==> config.mk <==
export PLATFORM = sky130hd
export DESIGN_NAME = cla_pg_stage_flat
export DESIGN_NICKNAME = d
export VERILOG_FILES = /design/src/rtl/cla_pg_stage_pkg.sv /design/src/rtl/cla_pg_stage_if.sv /design/src/rtl/cla_pg_stage_group_pg.sv /design/src/rtl/cla_pg_stage.sv /design/src/flat_wrapper.sv
export SDC_FILE = /design/constraint.sdc
export NUM_CORES = 1
export LEC_CHECK = 0
export BUFFER_PORTS_ARGS = -buffer_cell sky130_fd_sc_hd__buf_2
export CAP_MARGIN = 20
export CORE_UTILIZATION = 25
export DETAILED_ROUTE_END_ITERATION = 10
export GPL_TIMING_DRIVEN = 0
export MAX_ROUTING_LAYER = met4
export PLACE_DENSITY = 0.44
export SYNTH_ARGS = -nofsm -noshare
export SYNTH_HDL_FRONTEND = slang
export SYNTH_SLANG_ARGS = --single-unit
==> constraint.sdc <==
create_clock -name clk -period 4.1 [get_ports clk]
set_input_delay 0.41 -clock clk [delete_from_list [all_inputs] [get_ports clk]]
set_output_delay 0.41 -clock clk [all_outputs]
set_load 0.005 [all_outputs]
==> src/rtl/cla_pg_stage_pkg.sv <==
// Shared constants, buffer entry type and buffer-state encoding for the
// propagate/generate stage that feeds the 4-group carry lookahead unit.
package cla_pkg;

   localparam int WIDTH   = 16;
   localparam int GROUP   = 4;
   localparam int NGROUPS = WIDTH / GROUP;

   typedef struct packed {
      logic [WIDTH-1:0]   bit_g;
      logic [WIDTH-1:0]   bit_p;
      logic [NGROUPS-1:0] grp_g;
      logic [NGROUPS-1:0] grp_p;
      logic               c0;
   } pg_entry_t;

   localparam logic [1:0] ST_EMPTY = 2'd0;
   localparam logic [1:0] ST_ONE   = 2'd1;
   localparam logic [1:0] ST_FULL  = 2'd2;

endpackage

==> src/rtl/cla_pg_stage_if.sv <==
// Bundle of the operand-in and result-out handshakes of cla_pg_stage.
//   slave  : stage side (takes operands, drives results)
//   master : environment side (drives operands, takes results)
interface cla_pg_if;
   import cla_pkg::*;

   logic                in_valid;
   logic                in_ready;
   logic [WIDTH-1:0]    a;
   logic [WIDTH-1:0]    b;
   logic                cin;
   logic                out_valid;
   logic                out_ready;
   logic [NGROUPS-1:0]  grp_g;
   logic [NGROUPS-1:0]  grp_p;
   logic                c0;
   logic [WIDTH-1:0]    bit_p;
   logic [WIDTH-1:0]    bit_g;

   modport slave (
      input  in_valid, a, b, cin, out_ready,
      output in_ready, out_valid, grp_g, grp_p, c0, bit_p, bit_g
   );

   modport master (
      output in_valid, a, b, cin, out_ready,
      input  in_ready, out_valid, grp_g, grp_p, c0, bit_p, bit_g
   );

endinterface

==> src/rtl/cla_pg_stage_group_pg.sv <==
// group_pg: combinational group generate/propagate for one 4-bit group.
//   g, p : bit-level generate/propagate of the group (bit 3 = MSB)
//   gg   : group generate  g3 | p3g2 | p3p2g1 | p3p2p1g0
//   gp   : group propagate p3&p2&p1&p0
module group_pg (
   input  logic [3:0] g,
   input  logic [3:0] p,
   output logic       gg,
   output logic       gp
);

   assign gg = g[3]
             | (p[3] & g[2])
             | (p[3] & p[2] & g[1])
             | (p[3] & p[2] & p[1] & g[0]);
   assign gp = &p;

endmodule

==> src/rtl/cla_pg_stage.sv <==
// cla_pg_stage: registered propagate/generate stage with a 2-entry in-order
// buffer, feeding group G/P and C0 to the lookahead unit and bit P/G to the
// sum stage.
//   clk  : rising-edge clock
//   rst  : synchronous active-high reset
//   bus  : cla_pg_if.slave (a/b/cin in with valid/ready, results out with
//          valid/ready; all result outputs come straight from the head register)
//
// state    | meaning
// ---------+-----------------------------------------------
// ST_EMPTY | no entry buffered, out_valid=0
// ST_ONE   | head entry valid, tail free
// ST_FULL  | head and tail valid, in_ready=0
module cla_pg_stage
   import cla_pkg::*;
(
   input  logic     clk,
   input  logic     rst,
   cla_pg_if.slave  bus
);

   logic [WIDTH-1:0]   g_w;
   logic [WIDTH-1:0]   p_w;
   logic [NGROUPS-1:0] gg_w;
   logic [NGROUPS-1:0] gp_w;

   assign g_w = bus.a & bus.b;
   assign p_w = bus.a ^ bus.b;

   for (genvar j = 0; j < NGROUPS; j++) begin : g_grp
      group_pg u_group_pg (
         .g  (g_w[j*GROUP +: GROUP]),
         .p  (p_w[j*GROUP +: GROUP]),
         .gg (gg_w[j]),
         .gp (gp_w[j])
      );
   end

   pg_entry_t  new_ent;
   pg_entry_t  head_q;
   pg_entry_t  tail_q;
   logic [1:0] state_q;
   logic [1:0] state_d;
   logic       push;
   logic       pop;

   assign new_ent = '{bit_g: g_w, bit_p: p_w, grp_g: gg_w, grp_p: gp_w, c0: bus.cin};

   // in_ready looks only at registered state and rst, never at out_ready
   assign bus.in_ready  = !rst && (state_q != ST_FULL);
   assign bus.out_valid = (state_q != ST_EMPTY);
   assign push = bus.in_valid && bus.in_ready;
   assign pop  = bus.out_valid && bus.out_ready;

   always_comb begin
      state_d = state_q;
      case (state_q)
         ST_EMPTY: if (push) state_d = ST_ONE;
         ST_ONE: begin
            if (push && !pop)      state_d = ST_FULL;
            else if (pop && !push) state_d = ST_EMPTY;
         end
         ST_FULL:  if (pop) state_d = ST_ONE;
         default:  state_d = ST_EMPTY;
      endcase
   end

   // Shift organisation: head_q is always the oldest entry. When the buffer
   // drains, head_q keeps its last value so the outputs hold.
   always_ff @(posedge clk) begin
      if (rst) begin
         state_q <= ST_EMPTY;
         head_q  <= '0;
         tail_q  <= '0;
      end else begin
         state_q <= state_d;
         if (pop && (state_q == ST_FULL))
            head_q <= tail_q;
         else if (push && ((state_q == ST_EMPTY) || pop))
            head_q <= new_ent;
         if (push && !pop && (state_q == ST_ONE))
            tail_q <= new_ent;
      end
   end

   assign bus.bit_g = head_q.bit_g;
   assign bus.bit_p = head_q.bit_p;
   assign bus.grp_g = head_q.grp_g;
   assign bus.grp_p = head_q.grp_p;
   assign bus.c0    = head_q.c0;

endmodule

==> src/flat_wrapper.sv <==
// flat-port wrapper written by rule: the top's interface ports become plain ports
module cla_pg_stage_flat import cla_pkg::*;
  (clk, rst, bus_in_valid, bus_a, bus_b, bus_cin, bus_out_ready, bus_in_ready, bus_out_valid, bus_grp_g, bus_grp_p, bus_c0, bus_bit_p, bus_bit_g);
  cla_pg_if bus_i ();
  input  logic clk;
  input  logic rst;
  input wire logic [$bits(bus_i.in_valid)-1:0] bus_in_valid;
  input wire logic [$bits(bus_i.a)-1:0] bus_a;
  input wire logic [$bits(bus_i.b)-1:0] bus_b;
  input wire logic [$bits(bus_i.cin)-1:0] bus_cin;
  input wire logic [$bits(bus_i.out_ready)-1:0] bus_out_ready;
  output wire logic [$bits(bus_i.in_ready)-1:0] bus_in_ready;
  output wire logic [$bits(bus_i.out_valid)-1:0] bus_out_valid;
  output wire logic [$bits(bus_i.grp_g)-1:0] bus_grp_g;
  output wire logic [$bits(bus_i.grp_p)-1:0] bus_grp_p;
  output wire logic [$bits(bus_i.c0)-1:0] bus_c0;
  output wire logic [$bits(bus_i.bit_p)-1:0] bus_bit_p;
  output wire logic [$bits(bus_i.bit_g)-1:0] bus_bit_g;
  assign bus_i.in_valid = bus_in_valid;
  assign bus_i.a = bus_a;
  assign bus_i.b = bus_b;
  assign bus_i.cin = bus_cin;
  assign bus_i.out_ready = bus_out_ready;
  assign bus_in_ready = bus_i.in_ready;
  assign bus_out_valid = bus_i.out_valid;
  assign bus_grp_g = bus_i.grp_g;
  assign bus_grp_p = bus_i.grp_p;
  assign bus_c0 = bus_i.c0;
  assign bus_bit_p = bus_i.bit_p;
  assign bus_bit_g = bus_i.bit_g;
  cla_pg_stage u_core (.clk(clk), .rst(rst), .bus(bus_i));
endmodule
==> metrics.txt, run 1 <==
syn avg cell area=8.06 um2; # placed instances=721; Top FF cell, synth=dfxtp_1; crit-path max FO=10; Nets=601; initial core utilization=25.6%; met2 WL=5410 um; met3 wire length=562 um; number of synthesized flops with an enable pin=0; Yosys reg bits=84; antenna cells=0; Area growth, synth to finish=25.4%; Final Non-Filler Cells=737; Final setup viols=0; Worst R2R Start=u_core.state_q[1]$_SDFFE_PP0P_; Die Ht=124 um; RSZ-0062 raised after global routing=false; most used cell, CP=nand2_1; crit path launch=u_core.state_q[1]$_SDFFE_PP0P_; asr flop ratio synth=0%; GP Congestion=0.775; drt wl/cell=16.4 um; most frequent cells in the layout=nand2_1 (143), buf_2 (94), dfxtp_1 (84); Pre-antenna DRT Iters=5; DRT iter0 DRCs=229; Mapped Area=3710 um2; Routed Antenna Nets=0; Hold Crit Depth=3; root buffer cell=clkbuf_16; DP HPWL=9010 um; pin count of the biggest net entering global routing=15; post_cts resized=0; layout cells sized above 1=22.1%; number of CTS-inserted buffers=9; antenna violations before repair=0; CP max stage cell=clkbuf_1; Critical Path End Type=register; Boundary Pins=80; Seq/Total Area, Yosys=45.3%; Critical Path RT=4.34 ns; Max Cap Violations=0; global route overflow=0; leak pwr=1.89 nW; RR Endpoint=u_core.bus.bit_p[12]$_SDFFE_PP0P_; final hold vios=0; Hold EP=u_core.tail_q[0]$_SDFFE_PP0P_; r2r worst-path depth=5; synth unique cells=34; crit path buf inv count=1; skew final=0.00514 ns; CTS tree=done; highest metal used=met4; Clock Sinks=84; CP cell instances=nand2_1 > nor2_2 > clkbuf_1 > nand2_1 > a311oi_1; cell class contributing the biggest share of worst-path delay=buffers and inverters; DRC=0; num rows=44; crit path DAT=1.99 ns; final period utilization=42.7%; IO buf count=77; Max-slew headroom=59.3%; Metal-1 WL=5970 um; clk_lat worst skew=0.34 ns; Worst-Margin Slew=0.611 ns; worst hold path type=in -> reg; Post-Synthesis Cells=460; die area=15300 um2; first-pass GRT wire length=18300 um; Tmin final=1.75 ns; yosys warns=0; gr usage total=16.7%; hold_buf cts=0; Vias/cell=4.81; VDD IR-drop max=224 uV; reg2reg setup slack=2.35 ns; most common cell after layout, fill and taps aside=nand2_1; setup TNS=0 ns; startpoint type of the worst setup path=register; CP max stage delay=0.50 ns; clock tree buffer depth=2; Chip Width=124 um; post-synthesis net count=513; number of H-tree levels=3; via count=3542; CORE AREA=14500 um2; Worst Path Class, Setup=reg -> reg; Setup Fix Bufs, Post-CTS=0; Total Routed Length=12100 um; status=complete, no violations; vias in the first global route=3312; clk slew on worst S/H paths=0.07 ns; final slew viol count=0; fmax=571 MHz; min-delay src=bus_cin; Power Dens Cells=448 nW/um2
-- cell usage after synthesis (2+ instances only) --
cell	number	area, um2
nor3_1	4	20.0
nand2b_1	2	12.5
dfxtp_1	84	1680
nor2_1	47	176
clkbuf_1	13	48.8
nand3_1	14	70.1
a221oi_1	3	26.3
a211oi_1	2	15.0
buf_6	4	45.0
and3_1	4	25.0
nand2_1	143	537
a311oi_1	38	333
mux2i_1	3	30.0
nand4_1	3	18.8
inv_1	3	11.3
buf_2	17	85.1
nand3b_1	2	15.0
ha_1	16	200
a21oi_1	43	215
-- layer usage --
metal	global-route usage [%]	vias up
met5	-	-
met4	5.42	0
met3	2.70	11
met2	25.7	92
met1	22.3	1677
li1	-	1762
-- worst register-to-register path, delay by kind of cell, from the launching register on --
family,cells,cell delay [ns]
simple gates,3,0.40
compound gates,1,0.28
buf+inv,1,0.50
flops,1,0.48
-- where the power goes --
| part | total, mW | internal (mW) | switching, mW |
|---|---|---|---|
| registers | 0.888 | 0.862 | 0.0257 |
| clock network | 0.905 | 0.553 | 0.351 |
| logic | 0.291 | 0.120 | 0.172 |
| total | 2.08 | 1.54 | 0.549 |
-- kinds of logic (layout without fill, tap and decap cells) --
| kind of cell | after synthesis | in the layout | share of synthesized area, % |
|---|---|---|---|
| AND/OR/NAND/NOR | 227 | 227 | 25.7 |
| AO/OA/AOI/OAI | 90 | 90 | 17.2 |
| flip-flops | 84 | 84 | 45.3 |
| buffers and inverters | 40 | 133 | 5.57 |
| adder cells (fa/ha/maj) | 16 | 16 | 5.40 |
| multiplexers | 3 | 3 | 0.810 |
-- metrics by stage --
stage / instance area (um2) / utilization, % / power, mW / hold WS [ns] / worst slack, ns
after floorplan: 3710 / - / 1.07 / 0.437 / 2.53
after global placement: 4320 / 29.9 / 1.20 / 0.442 / 2.20
final: 4650 / 32.1 / 2.08 / 0.349 / 2.35
after global routing: 4650 / 32.1 / 2.18 / 0.347 / 2.17
after detailed placement: 4320 / 29.9 / 1.20 / 0.447 / 2.18
after CTS: 4650 / 32.1 / 2.10 / 0.337 / 2.32
-- state kept, by name (all words and copies together) (netlist names) --
name / count
u_core.tail_q: 41
u_core.bus.grp_p: 4
u_core.bus.bit_p: 16
u_core.bus.bit_g: 16
u_core.bus.c0: 1
u_core.bus.grp_g: 4
u_core.state_q: 2
-- worst max path at each step --
stage	end	cells after the start
floorplan	u_core.bus.grp_g[3]$_SDFFE_PP0P_	5
global placement	u_core.bus.bit_p[12]$_SDFFE_PP0P_	6
detailed placement	u_core.bus.grp_p[2]$_SDFFE_PP0P_	6
CTS	u_core.bus.bit_p[12]$_SDFFE_PP0P_	5
global route	u_core.bus.bit_p[13]$_SDFFE_PP0P_	5
finish	u_core.bus.bit_p[12]$_SDFFE_PP0P_	5
-- area by class of cell --
type                       count  area, um2
timing repair buffer          77        385
fill                        1551       9830
inverter                       3       11.3
buffer                        37        195
multi-input combinational    336       1820
clock inverter                 5       83.8
sequential                    84       1680
clock buffer                  11        243
tap                          184        230
No activity file was read; power rests on OpenSTA's default activity.
==> run 2, diff against run 1 <==
- PLACE_DENSITY: 0.44 -> 0.45
- clock period: 4.1 -> 1.4 ns (I/O delays scaled with it)
==> metrics.txt, run 2 (synthesized netlist as in run 1, its figures left out) <==
hold_buf cts=0 (unchanged); layout cells sized above 1=43.2% (was 22.1%); Boundary Pins=80 (unchanged); num rows=44 (unchanged); Total Routed Length=13600 um (was 12100 um); total power=6.33 mW (was 2.08 mW); antenna violations before repair=0 (unchanged); Nets=629 (was 601); Hold Crit Depth=3 (unchanged); Area growth, synth to finish=55.0% (was 25.4%); min-delay src=bus_cin (unchanged); Worst Path Class, Setup=reg -> reg (unchanged); worst hold path type=in -> reg (unchanged); clock tree buffer depth=2 (unchanged); global route hottest layer=met2 (unchanged); CP max stage delay=0.52 ns (was 0.50 ns); Worst-Margin Slew=0.833 ns (was 0.611 ns); Final Non-Filler Cells=765 (was 737); final hold vios=0 (unchanged); gr usage total=18.1% (was 16.7%); crit path DAT=1.76 ns (was 1.99 ns); VDD IR-drop max=669 uV (was 224 uV); number of H-tree levels=3 (unchanged); Vias/cell=4.96 (was 4.81); via count=3798 (was 3542); leak pwr=2.26 nW (was 1.89 nW); failing checks=setup timing; register with the most flip-flops=u_core.tail_q (unchanged); status=finished with violations (was complete, no violations); max reg flops=41 (unchanged); met1 global-route usage=22.8% (was 22.3%); GP Congestion=0.797 (was 0.775); GR Util met2=28.2% (was 25.7%); antenna cells=0 (unchanged); number of CTS-inserted buffers=9 (unchanged); Fillers=1468 (was 1551); RR Endpoint=u_core.tail_q[24]$_SDFFE_PP0P_ (was u_core.bus.bit_p[12]$_SDFFE_PP0P_); Die Ht=124 um (unchanged); Critical Path End Type=register (unchanged); Pre-antenna DRT Iters=5 (unchanged); skew final=0.0121 ns (was 0.00514 ns); Routed Antenna Nets=0 (unchanged); CP cell instances=nand3b_1 > or3_4 > buf_8 > nand2_1 > a21oi_1 (was nand2_1 > nor2_2 > clkbuf_1 > nand2_1 > a311oi_1); fmax=642 MHz (was 571 MHz); Chip Width=124 um (unchanged); DRT iter0 DRCs=302 (was 229); startpoint type of the worst setup path=register (unchanged); initial core utilization=25.6% (unchanged); final period utilization=111% (was 42.7%); post-place setup slack=-0.298 ns (was 2.18 ns); RSZ-0062 raised after global routing=true (was false); Hold EP=u_core.tail_q[0]$_SDFFE_PP0P_ (unchanged); Max-slew headroom=44.5% (was 59.3%); vias in the first global route=3518 (was 3312); DP HPWL=8850 um (was 9010 um); pin count of the biggest net entering global routing=14 (was 15); Final setup viols=79 (was 0); reg2reg setup slack=-0.16 ns (was 2.35 ns); fin worst setup slack=-0.157 ns (was 2.35 ns); Clock Sinks=84 (unchanged); Tmin final=1.56 ns (was 1.75 ns); final slew viol count=0 (unchanged); drt wl/cell=17.7 um (was 16.4 um); DRC=0 (unchanged); die area=15300 um2 (unchanged); Max Cap Violations=0 (unchanged); root buffer cell=clkbuf_16 (unchanged); setup TNS=-8.63 ns (was 0 ns); clk_lat worst skew=0.35 ns (was 0.34 ns); CORE AREA=14500 um2 (unchanged); clk slew on worst S/H paths=0.07 ns (about the same); first-pass GRT wire length=19400 um (was 18300 um); crit-path max FO=10 (unchanged); CTS tree=done (unchanged); Power Dens Cells=1100 nW/um2 (was 448 nW/um2); IO buf count=77 (unchanged); most frequent cells in the layout=nand2_1 (114), dfxtp_1 (82), buf_2 (78) (was nand2_1 (143), buf_2 (94), dfxtp_1 (84)); global route overflow=0 (unchanged); r2r worst-path depth=5 (unchanged); Critical Path RT=1.60 ns (was 4.34 ns); # placed instances=721 (unchanged); CP max stage cell=or3_4 (was clkbuf_1); area of the multi-input gates=2300 um2 (was 1820 um2); most common cell after layout, fill and taps aside=nand2_1 (unchanged); Worst R2R Start=u_core.state_q[1]$_SDFFE_PP0P_ (unchanged); Seq. cell area=1690 um2 (was 1680 um2); grt met3 use=4.95% (was 2.70%)
[run 2: cell types whose count changed in the layout (fill, tap and decap cells not counted), sizes merged]
cell / before / now
bufinv: 2 / 1
clkinv: 0 / 2
clkinvlp: 2 / 1
inv: 4 / 3
buf: 100 / 124
clkbuf: 25 / 30
[run 2: worst max-delay path by stage]
| stage | from | end | slack [ns] | cells past startpoint |
|---|---|---|---|---|
| 3_3_place_gp | u_core.state_q[1]$_SDFFE_PP0P_ | u_core.bus.grp_g[3]$_SDFFE_PP0P_ | -0.30 | 5 |
| 6_report | u_core.state_q[1]$_SDFFE_PP0P_ | u_core.tail_q[24]$_SDFFE_PP0P_ | -0.16 | 5 |
| 4_1_cts | u_core.state_q[1]$_SDFFE_PP0P_ | u_core.bus.bit_p[11]$_SDFFE_PP0P_ | -0.14 | 7 |
| 3_5_place_dp | u_core.state_q[1]$_SDFFE_PP0P_ | u_core.bus.bit_p[13]$_SDFFE_PP0P_ | -0.30 | 5 |
| 2_1_floorplan | u_core.state_q[0]$_SDFFE_PP0P_ | u_core.tail_q[32]$_SDFFE_PP0P_ | -0.003 | 7 |
| 5_1_grt | u_core.state_q[1]$_SDFFE_PP0P_ | u_core.bus.bit_p[11]$_SDFFE_PP0P_ | -0.23 | 7 |
[run 2: cell type report]
| cell class | count | area share (%) |
|---|---|---|
| sequential | 84 | 29.4 |
| clock inverter | 4 | 0.827 |
| inverter | 3 | 0.196 |
| clock buffer | 12 | 4.46 |
| multi-input combinational | 336 | 40.0 |
| tap | 184 | 4.01 |
| buffer | 33 | 5.99 |
| timing repair buffer | 109 | 15.2 |
[run 2: timing repair]
action / CTS / global route
endpoints found under the setup margin: 82 / 84
cloned: 4 / 6
resized for setup: 76 / 127
setup buffers: 12 / 10
pin swaps: 25 / 38
[run 2: metrics by stage]
step | hold WS [ns] | util (%) | cell area [um2]
2_1_floorplan | 0.276 | - | 3720
3_3_place_gp | 0.419 | 30.0 | 4340
3_5_place_dp | 0.424 | 30.0 | 4340
4_1_cts | 0.0499 | 35.1 | 5080
5_1_grt | 0.0454 | 39.7 | 5750
6_report | 0.0554 | 39.7 | 5750
[run 2: layer usage]
layer	routed length (um)	up-vias
met3	725	16
met1	6270	1838
met5	0	-
li1	-	1825
met4	178	0
met2	6380	119
[run 2: worst max-delay path, delay by kind of cell (launching register included)]
family,cells,cell delay (ns)
AOI/OAI and AO/OA,1,0.06
buffers and inverters,1,0.19
DFF,1,0.35
and+or+nand+nor,3,0.80
[run 2: where the power goes]
part	internal [mW]	leakage, nW	switching [mW]
Clock	1.47	0.149	0.995
Combinational	0.592	1.42	0.639
Sequential	2.52	0.687	0.102
